## config.mk

```make
export PLATFORM = sky130hd
export DESIGN_NAME = sram_ext_port_arbiter
export DESIGN_NICKNAME = d
export VERILOG_FILES = /design/src/rtl/sram_ext_port_arbiter.sv
export SDC_FILE = /design/constraint.sdc
export NUM_CORES = 1
export LEC_CHECK = 0
export CORE_AREA = 2 2 153 155
export DETAILED_ROUTE_END_ITERATION = 6
export DIE_AREA = 0 0 155 157
export GPL_ROUTABILITY_DRIVEN = 1
export PLACE_DENSITY = 0.65
export SYNTH_ARGS = -nofsm -noshare
export SYNTH_HDL_FRONTEND = slang
export SYNTH_SLANG_ARGS = --single-unit
```

## constraint.sdc

```tcl
create_clock -name clk -period 9.5 [get_ports clk]
set_input_delay 1.9 -clock clk [delete_from_list [all_inputs] [get_ports clk]]
set_output_delay 1.9 -clock clk [all_outputs]
set_load 0.05 [all_outputs]
```

## src/rtl/sram_ext_port_arbiter.sv

```systemverilog
// sram_ext_port_arbiter: round-robin, burst-locking arbiter that shares
// the SRAM external port between two requesters and routes read returns.
module sram_ext_port_arbiter #(
  parameter int DATA_W = 32,
  parameter int RD_LAT = 1
) (
  input  logic              clk,
  input  logic              arst,
  input  logic              req0,
  input  logic              req1,
  input  logic              we0,
  input  logic              we1,
  input  logic              last0,
  input  logic              last1,
  input  logic [63:0]       addr0,
  input  logic [63:0]       addr1,
  input  logic [DATA_W-1:0] wdata0,
  input  logic [DATA_W-1:0] wdata1,
  output logic              gnt0,
  output logic              gnt1,
  output logic              rvalid0,
  output logic              rvalid1,
  output logic [DATA_W-1:0] rdata0,
  output logic [DATA_W-1:0] rdata1,
  output logic [63:0]       addr_ext,
  output logic              wen_ext,
  output logic              ren_ext,
  output logic [DATA_W-1:0] wdata_ext,
  input  logic [DATA_W-1:0] rdata_ext,
  output logic              busy
);

  localparam logic [1:0] IDLE  = 2'd0;
  localparam logic [1:0] LOCK0 = 2'd1;
  localparam logic [1:0] LOCK1 = 2'd2;

  logic [1:0]        state_q, state_d;
  logic              prio_q, prio_d;
  logic [63:0]       addr_q, addr_d;
  logic [DATA_W-1:0] wdata_q, wdata_d;
  logic [DATA_W-1:0] rd0_q, rd1_q;
  logic [RD_LAT-1:0] tv_q;
  logic [RD_LAT-1:0] tid_q;

  // Grant decode; held low while reset is asserted
  always_comb begin
    gnt0 = 1'b0;
    gnt1 = 1'b0;
    if (!arst) begin
      unique case (state_q)
        IDLE: begin
          if (req0 && (!req1 || !prio_q)) gnt0 = 1'b1;
          else if (req1)                  gnt1 = 1'b1;
        end
        LOCK0:   gnt0 = req0;
        LOCK1:   gnt1 = req1;
        default: ;
      endcase
    end
  end

  // Lock / priority update on each granted beat
  always_comb begin
    state_d = state_q;
    prio_d  = prio_q;
    if (gnt0) begin
      if (last0) begin
        state_d = IDLE;
        prio_d  = 1'b1;
      end else begin
        state_d = LOCK0;
      end
    end else if (gnt1) begin
      if (last1) begin
        state_d = IDLE;
        prio_d  = 1'b0;
      end else begin
        state_d = LOCK1;
      end
    end
  end

  // SRAM drive: granted beat passes through, otherwise last value is held
  always_comb begin
    addr_d  = addr_q;
    wdata_d = wdata_q;
    if (gnt0) begin
      addr_d  = addr0;
      wdata_d = wdata0;
    end else if (gnt1) begin
      addr_d  = addr1;
      wdata_d = wdata1;
    end
  end

  assign addr_ext  = addr_d;
  assign wdata_ext = wdata_d;
  assign wen_ext   = (gnt0 & we0) | (gnt1 & we1);
  assign ren_ext   = (gnt0 & ~we0) | (gnt1 & ~we1);

  assign rvalid0 = tv_q[RD_LAT-1] & ~tid_q[RD_LAT-1];
  assign rvalid1 = tv_q[RD_LAT-1] & tid_q[RD_LAT-1];
  assign rdata0  = rvalid0 ? rdata_ext : rd0_q;
  assign rdata1  = rvalid1 ? rdata_ext : rd1_q;
  assign busy    = (state_q != IDLE) | (|tv_q);

  // Arbiter state and held SRAM drive values
  always_ff @(posedge clk or posedge arst) begin
    if (arst) begin
      state_q <= IDLE;
      prio_q  <= 1'b0;
      addr_q  <= '0;
      wdata_q <= '0;
    end else begin
      state_q <= state_d;
      prio_q  <= prio_d;
      addr_q  <= addr_d;
      wdata_q <= wdata_d;
    end
  end

  // Read tag pipeline aligned to SRAM latency, plus held read data
  always_ff @(posedge clk or posedge arst) begin
    if (arst) begin
      tv_q  <= '0;
      tid_q <= '0;
      rd0_q <= '0;
      rd1_q <= '0;
    end else begin
      tv_q[0]  <= ren_ext;
      tid_q[0] <= gnt1;
      for (int i = 1; i < RD_LAT; i++) begin
        tv_q[i]  <= tv_q[i-1];
        tid_q[i] <= tid_q[i-1];
      end
      rd0_q <= rdata0;
      rd1_q <= rdata1;
    end
  end

endmodule
```

# --- Yosys cells after proc, flatten, opt, wreduce, memory -nomap -nowiden ---
# Cells that the tools add are included.
# W data, S select, Z words.
totals:
  out_inout_bits: 167
  regBits: 165
  input_bits: 232
classes:
  bitwise_logic: 12
  n_mux: 21
  n_reduce_logical: 9
  n_eq_ne: 3
ops:
  columns: ["op", "n"]
  rows:
  - ["$mux W32", 4]
  - ["$mux W64", 2]
  - ["$mux W1", 10]
  - ["$and A1 B1 Y1", 6]
  - ["$mux W2", 3]
  - ["$reduce_bool A2 Y1", 3]
  - ["$pmux W1 S2", 2]
  - ["$not A1 Y1", 3]
  - ["$or A1 B1 Y1", 3]
  - ["$reduce_and A3 Y1", 1]
  - ["$eq A2 B1 Y1 const B", 1]
  - ["$eq A2 B2 Y1 const B", 1]
  - ["$logic_not A1 Y1", 2]
  - ["$logic_not A2 Y1", 1]
  - ["$ne A2 B2 Y1 const B", 1]
  - ["$logic_and A1 B1 Y1", 1]
  - ["$logic_or A1 B1 Y1", 1]

# --- Logic depth before layout (Yosys ltp) ---
# Gate-level depths: netlist (run 1).
depth:
  ltp_word: 8
  mapped_depth: 6
  depth_no_buf: 4

# --- Worst setup path after synthesis (run 1) ---
# No wires, ideal clock.
synth_timing:
  kind: "input to register"
  start: "input arst"
  end: "register prio_q"
  arrival_time_ps: 6219
  setup_time_ps: 124
  required_ps: 9376
  setup_slack_ps: 3157
  path_stages: 5
  n_path_buf: 2
  path_cell_list: "clkbuf_1 > clkbuf_1 > inv_1 > nand4_1 > a22o_1"
synth_between:
  elab_chain_cells: 3
  elab_cells_between_ends: 7
  cone_classes: "1 x eq/ne; 3 x mux; 3 x reduce/logical"
synth_lines:
  columns: ["item", "line_no", "source"]
  rows:
  - ["from (decl)", "8", "input logic arst,"]
  - ["$mux W1", "49", "if (!arst) begin"]
  - ["$ne A2 B2 Y1 (no source line) or $reduce_bool A2 Y1 (tied branches)", null, null]
  - ["$reduce_and A3 Y1 (no source line)", null, null]
  - ["to (signal assigned)", "116", "prio_q <= prio_d;"]
  - ["to (decl)", "38", "logic prio_q, prio_d;"]
# Parallel ways exist; a longest one is shown, timed or not.
# A chain may end at the register's enable or synchronous reset.

# --- Final worst setup path (run 1) ---
layout_timing:
  start: "input req1"
  end: "output addr_ext[58]"
layout_between:
  elab_chain_cells: 8
  elab_cells_between_ends: 12
  cone_classes: "9 x mux; 3 x reduce/logical"
layout_lines:
  columns: ["item", "line_no", "source"]
  rows:
  - ["from (decl)", "10", "input logic req1,"]
  - ["$logic_not A1 Y1", "52", "if (req0 && (!req1 || !prio_q)) gnt0 = 1'b1;"]
  - ["$logic_or A1 B1 Y1", "52", null]
  - ["$logic_and A1 B1 Y1", "52", null]
  - ["$mux W1", "52", null]
  - ["$pmux W1 S2", "50", "unique case (state_q)"]
  - ["$mux W1", "49", null]
  - ["$mux W64", "90", "end else if (gnt1) begin"]
  - ["$mux W64 *", "87", "if (gnt0) begin"]
  - ["to (decl)", "25", "output logic [63:0] addr_ext,"]
# Mark *: on every way between the ends. The rest lies on a longest branch, timed or not.

==> flow_metrics.tcl, run 1 <==
set metrics [dict create \
    max_slew_margin_pct 33.8 \
    vias 6083 \
    hold_viol_final 0 \
    final.setup_skew_ns 0.0112 \
    synth_top_cell_by_area "dfrtp_1" \
    synth_common_cells "dfrtp_1 (165), or4_1 (96), o221a_2 (76), mux2_2 (64), clkbuf_1 (38)" \
    place_congestion 0.835 \
    clk_path_buf_depth 2 \
    worst_pin_slew_ns 0.993 \
    worstReg2RegStart "state_q[1]$_DFFE_PP0P_" \
    drt-vias-per-instance 5.20 \
    synth.area.top_cells "dfrtp_1 (58%), o221a_2 (12%), mux2_2 (10%), or4_1 (10%), o221a_1 (3.2%)" \
    cts_tree "yes" \
    finalCritPeriodShare_pct 71.6 \
    syn-cell-area_sq_um 7060 \
    synth_warnings 0 \
    tns_ns 0 \
    ys_async_sr_fraction_pct 100 \
    n_fill_cell 1987 \
    synth_edf_count 0 \
    avgRoutedWirePerCell_microns 21.9 \
    p_leak_nw 4.50 \
    cp_data_required_time_ns 7.60 \
    drive_gt1_share_pct 21.3 \
    cts_resized 0 \
    synthFlopType "dfrtp_1" \
    synth_fp_nets 736 \
    timing.fmax_mhz 147 \
    rsz0062_at_grt "no" \
    ff_latch_area_sq_um 4130 \
    dpl.hpwl_microns 17600 \
    grt_usage_pct 20.6 \
    syn2layout_area_growth_pct 67.8 \
    ys_types 22 \
    worstPathCellList "clkdlybuf4s50_1, and3b_1, or3_4, buf_4, o221a_1, clkdlybuf4s50_1" \
    cp.arrival_ns 4.91 \
    clk_latency_ns 0.42 \
    ys_seq_area_share_pct 58.5 \
    postSynthAreaPerCell_sq_um 14.0 \
    cp_common_cell "clkdlybuf4s50_1" \
    cts_sinks 165 \
    cp-end-kind "output pin" \
    power_density_nw_per_um2 404 \
    grt_pass1_wl_microns 38500 \
    core_area_sq_um 22500 \
    post_cts_buffers 0 \
    period_minus_slack_ns 6.81 \
    worstSetupPathType "input pin to output pin" \
    gr-total-overflow 0 \
    status "completed" \
    clkSlewWorstSetupHoldPaths_ns 0.07 \
    fin_util_pct 52.7 \
    finalSetupViolations 0 \
    crit_start "req1" \
    syn_inst 504 \
    portBuffers 398 \
    grt_pass1_vias 6577 \
    htreeDepth 4 \
    first_iter_violations 290 \
    cap_violations 0 \
    firstDrtPassIters 4 \
    synth_seq_cells 165 \
    ctsHoldBuffers 0 \
    rows 55 \
    ios 399 \
    cp_max_fo 50 \
    die_h_microns 157 \
    fp.dieArea_sq_um 24300 \
    antenna_found_initial 2 \
    grt_max_degree 101 \
    nets 1103 \
    peakVddDrop_v 0.000226 \
    cpPeakStageDelay_ns 0.82 \
    min-delay-start "rd1_q[9]$_DFF_PP0_" \
    root_buffer "clkbuf_16" \
    hp-class "register to register" \
    startpoint_type "input pin" \
    cts_buffers 17 \
    route.detailed.drc 0 \
    crit_slowest_cell "clkdlybuf4s50_1" \
    multi_input_area_sq_um 2670 \
    drtAntennaViolNets 0 \
    slew_violations 0 \
    wl_microns 25600 \
    initial_core_util_pct 31.4 \
    netlist.area_leader.share_pct 58.5 \
    die_w_microns 155 \
    yosysMostFrequentCell "dfrtp_1" \
]
registers in the layout, indices dropped and copies added (netlist names):
register  count
tid_q         1
rd0_q        32
state_q       2
wdata_q      32
tv_q          1
rd1_q        32
prio_q        1
addr_q       64
report_power, final:
group / internal [mW] / switching [mW]
Sequential: 1.05 / 0.103
Combinational: 1.03 / 1.90
Clock: 0.357 / 0.341
Total: 2.44 / 2.34
through the flow:
stage          setup slack [ns]  std cells  power [mW]  instance area (sq um)  hold slack [ns]
4_1_cts                    2.67       1169        4.83                  11900            0.498
3_3_place_gp               2.67       1137        4.09                  11200            0.476
2_1_floorplan              2.76        504        3.12                   7060            0.501
6_report                   2.69       1170        4.78                  11900            0.496
3_5_place_dp               2.68       1137        4.11                  11200            0.481
5_1_grt                    2.54       1170        4.98                  11900            0.511
cell type report:
class | instances | area share, %
antenna | 1 | 0.0211
clock buffer | 17 | 3.59
clock inverter | 15 | 1.52
inverter | 6 | 0.232
multi-input combinational | 273 | 22.5
sequential | 165 | 34.8
tap | 285 | 3.01
timing repair buffer | 408 | 34.3
kinds of logic after synthesis:
| kind of cell | after synthesis | share of synthesized area (%) |
|---|---|---|
| flops | 165 | 58.5 |
| buf+inv | 66 | 4.11 |
| mux | 65 | 10.3 |
| compound gates | 102 | 15.9 |
| simple gates | 106 | 11.2 |
cells in the final DEF, fill, tap and decap left out, types with 5 or more instances in the layout:
cell type,n
mux2_2,64
or4_1,96
inv_1,5
o221a_2,76
clkbuf_16,17
clkdlybuf4s50_1,397
o221a_1,20
dfrtp_1,165
buf_4,9
clkinv_8,5
inv_8,5
final timing paths:
kind | slack (ns) | depth (start not counted) | endpoint
worst max-delay path | 2.69 | 6 | addr_ext[58]
worst min-delay path | 0.50 | 1 | rd1_q[9]$_DFF_PP0_
min in group asynchronous | 2.21 | 3 | tid_q$_DFF_PP0_
max in group asynchronous | 6.12 | 4 | addr_q[20]$_DFF_PP0_
worst max register to register | 7.27 | 4 | addr_q[58]$_DFF_PP0_
worst min register to register | 0.50 | 1 | rd1_q[9]$_DFF_PP0_
critical path: cells and delay by family:
kind / cells / cell delay [ns]
buffers and inverters: 3 / 1.93
and+or+nand+nor: 2 / 0.71
AOI/OAI and AO/OA: 1 / 0.31
per-layer routing:
metal / global-route usage, % / up-vias / share of wire [%]
met1: 24.4 / 3019 / 39
met2: 35.8 / 256 / 51
li1: - / 2782 / -
met4: 5.91 / 2 / 1.8
met5: 0 / - / 0.051
met3: 6.72 / 24 / 7.6
Note: power is estimated with default switching activity, not from simulation.
==> inputs of run 2 (changes only) <==
--- a/config.mk
+++ b/config.mk
@@ -5,11 +5,11 @@
 export SDC_FILE = /design/constraint.sdc
 export NUM_CORES = 1
 export LEC_CHECK = 0
-export CORE_AREA = 2 2 153 155
+export CORE_AREA = 2 2 155 157
 export DETAILED_ROUTE_END_ITERATION = 6
-export DIE_AREA = 0 0 155 157
+export DIE_AREA = 0 0 157 159
 export GPL_ROUTABILITY_DRIVEN = 1
-export PLACE_DENSITY = 0.65
+export PLACE_DENSITY = 0.64
 export SYNTH_ARGS = -nofsm -noshare
 export SYNTH_HDL_FRONTEND = slang
 export SYNTH_SLANG_ARGS = --single-unit
==> constraint.sdc (replaced) <==
create_clock -name clk -period 7 [get_ports clk]
set_input_delay 1.4 -clock clk [delete_from_list [all_inputs] [get_ports clk]]
set_output_delay 1.4 -clock clk [all_outputs]
set_load 0.05 [all_outputs]
==> flow_metrics.tcl, run 2 (synthesis gave the netlist of run 1 again) <==
set metrics [dict create \
    grt_pass1_wl_microns 39000 \
    final_common_cell "clkdlybuf4s50_1" \
    power_density_nw_per_um2 544 \
    clkPwrFrac_pct 14.3 \
    place_ws_ns 1.33 \
    route.detailed.drc 0 \
    drtAntennaViolNets 0 \
    largest_reg_flops 64 \
    first_iter_violations 301 \
    largest_register "addr_q" \
    die_h_microns 159 \
    slew_violations 0 \
    cp.arrival_ns 4.25 \
    status "completed" \
    ctsHoldBuffers 0 \
    wl_microns 25600 \
    period_minus_slack_ns 5.65 \
    gr-total-overflow 0 \
    die_w_microns 157 \
    cpPeakStageDelay_ns 0.82 \
    cp-end-kind "output pin" \
    crit_start "req1" \
    fin_ws_ns 1.35 \
    final.setup_skew_ns 0.0131 \
    n_fill_cell 2063 \
    fin_area_sq_um 11900 \
    drt-vias-per-instance 5.09 \
    min-delay-start "rd0_q[15]$_DFF_PP0_" \
    worstReg2RegStart "state_q[1]$_DFFE_PP0P_" \
    core_area_sq_um 23200 \
    p_comb_share_pct 61.5 \
    nets 1105 \
    portBuffers 398 \
    grt_pass1_vias 6641 \
    fin_util_pct 51.1 \
    ios 399 \
    clkSlewWorstSetupHoldPaths_ns 0.06 \
    peakVddDrop_v 0.000253 \
    cap_violations 0 \
    root_buffer "clkbuf_16" \
    worstSetupPathType "input pin to output pin" \
    place_congestion 0.840 \
    grt_usage_pct 20.2 \
    power_mw 6.46 \
    multi_input_area_sq_um 2670 \
    cts_buffers 17 \
    crit_slowest_cell "clkdlybuf4s50_1" \
    drive_gt1_share_pct 21.3 \
    rsz0062_at_grt "no" \
    p_switching_mw 3.15 \
    fp.dieArea_sq_um 25000 \
    cts_tree "yes" \
    finalCritPeriodShare_pct 80.7 \
    timing.fmax_mhz 177 \
    clk_latency_ns 0.43 \
    dpl.hpwl_microns 17400 \
    post_cts_buffers 0 \
    cp_common_cell "clkdlybuf4s50_1" \
    rows 56 \
    cp_data_required_time_ns 5.60 \
    grt_max_degree 100 \
    hold_viol_final 0 \
    p_int_mw 3.31 \
    swShare_pct 48.7 \
    max_slew_margin_pct 34.7 \
    cp_max_fo 77 \
    cts_sinks 165 \
    hp-class "register to register" \
    avgRoutedWirePerCell_microns 21.3 \
    diodes 0 \
    finalSetupViolations 0 \
    syn2layout_area_growth_pct 68.0 \
    initial_core_util_pct 30.5 \
    post_dp_cell_area_sq_um 11300 \
    worst_pin_slew_ns 0.979 \
    antenna_found_initial 2 \
    startpoint_type "input pin" \
    worstPathCellList "clkdlybuf4s50_1, and3b_1, or3_4, buf_4, o221a_2, clkdlybuf4s50_1" \
    most-common-layout-cells "clkdlybuf4s50_1 (397), dfrtp_1 (165), or4_1 (96)" \
    p_seq_share_pct 24.2 \
    cts_resized 0 \
    clk_path_buf_depth 2 \
    p_leak_nw 4.49 \
    tns_ns 0 \
    firstDrtPassIters 4 \
    htreeDepth 4 \
    ff_latch_area_sq_um 4130 \
    vias 6130 \
]
==> run 2: cell types whose count changed in the layout (fill, tap and decap cells not counted) <==
cell	delta
diode_2	-1
clkinvlp_4	+2
clkinv_4	-3
clkbuf_8	+1
buf_12	-1
inv_6	+3
buf_4	+3
clkbuf_1	+1
clkinv_8	-4
==> run 2: final cells by class <==
| cell class | count | share of cell area [%] |
|---|---|---|
| sequential | 165 | 34.8 |
| timing repair buffer | 410 | 34.3 |
| multi-input combinational | 273 | 22.5 |
| clock buffer | 19 | 3.73 |
| tap | 319 | 3.36 |
| clock inverter | 13 | 1.10 |
| inverter | 6 | 0.232 |
==> run 2: path summary, 6_finish.rpt <==
check | endpoint | slack, ns | cells past startpoint
worst min-delay path | rd0_q[15]$_DFF_PP0_ | 0.50 | 1
min in group asynchronous | wdata_q[19]$_DFF_PP0_ | 1.68 | 3
worst min register to register | rd0_q[15]$_DFF_PP0_ | 0.50 | 1
max in group asynchronous | rd0_q[29]$_DFF_PP0_ | 4.17 | 4
worst max register to register | wdata_q[15]$_DFF_PP0_ | 4.89 | 4
worst max-delay path | wdata_ext[18] | 1.35 | 6
==> run 2: metal layers <==
metal  track usage, %  vias to the layer above  share of wire [%]
met5                0                        -              0.051
met4             9.51                        2                4.1
met3             6.48                       57                7.3
met2             32.9                      259                 48
met1             24.2                     3022                 40
li1                 -                     2790                  -
==> run 2: stage by stage <==
| stage | instances | hold slack (ns) |
|---|---|---|
| after floorplan | 504 | 0.501 |
| after global placement | 1173 | 0.476 |
| after detailed placement | 1173 | 0.482 |
| after CTS | 1205 | 0.498 |
| after global routing | 1205 | 0.507 |
| final | 1205 | 0.495 |
==> run 2: power groups by stage <==
stage / clock, mW / combinational (mW) / sequential, mW
3_3_place_gp: 0 / 3.97 / 1.57
4_1_cts: 0.957 / 3.99 / 1.56
2_1_floorplan: 0 / 2.71 / 1.54
5_1_grt: 0.994 / 4.12 / 1.61
3_5_place_dp: 0 / 3.98 / 1.57
6_report: 0.926 / 3.97 / 1.56
==> run 2: worst max-delay path, delay by kind of cell <==
kind	cells	cell delay [ns]
AO/OA/AOI/OAI	1	0.22
AND/OR/NAND/NOR	2	0.86
buffers and inverters	3	1.67
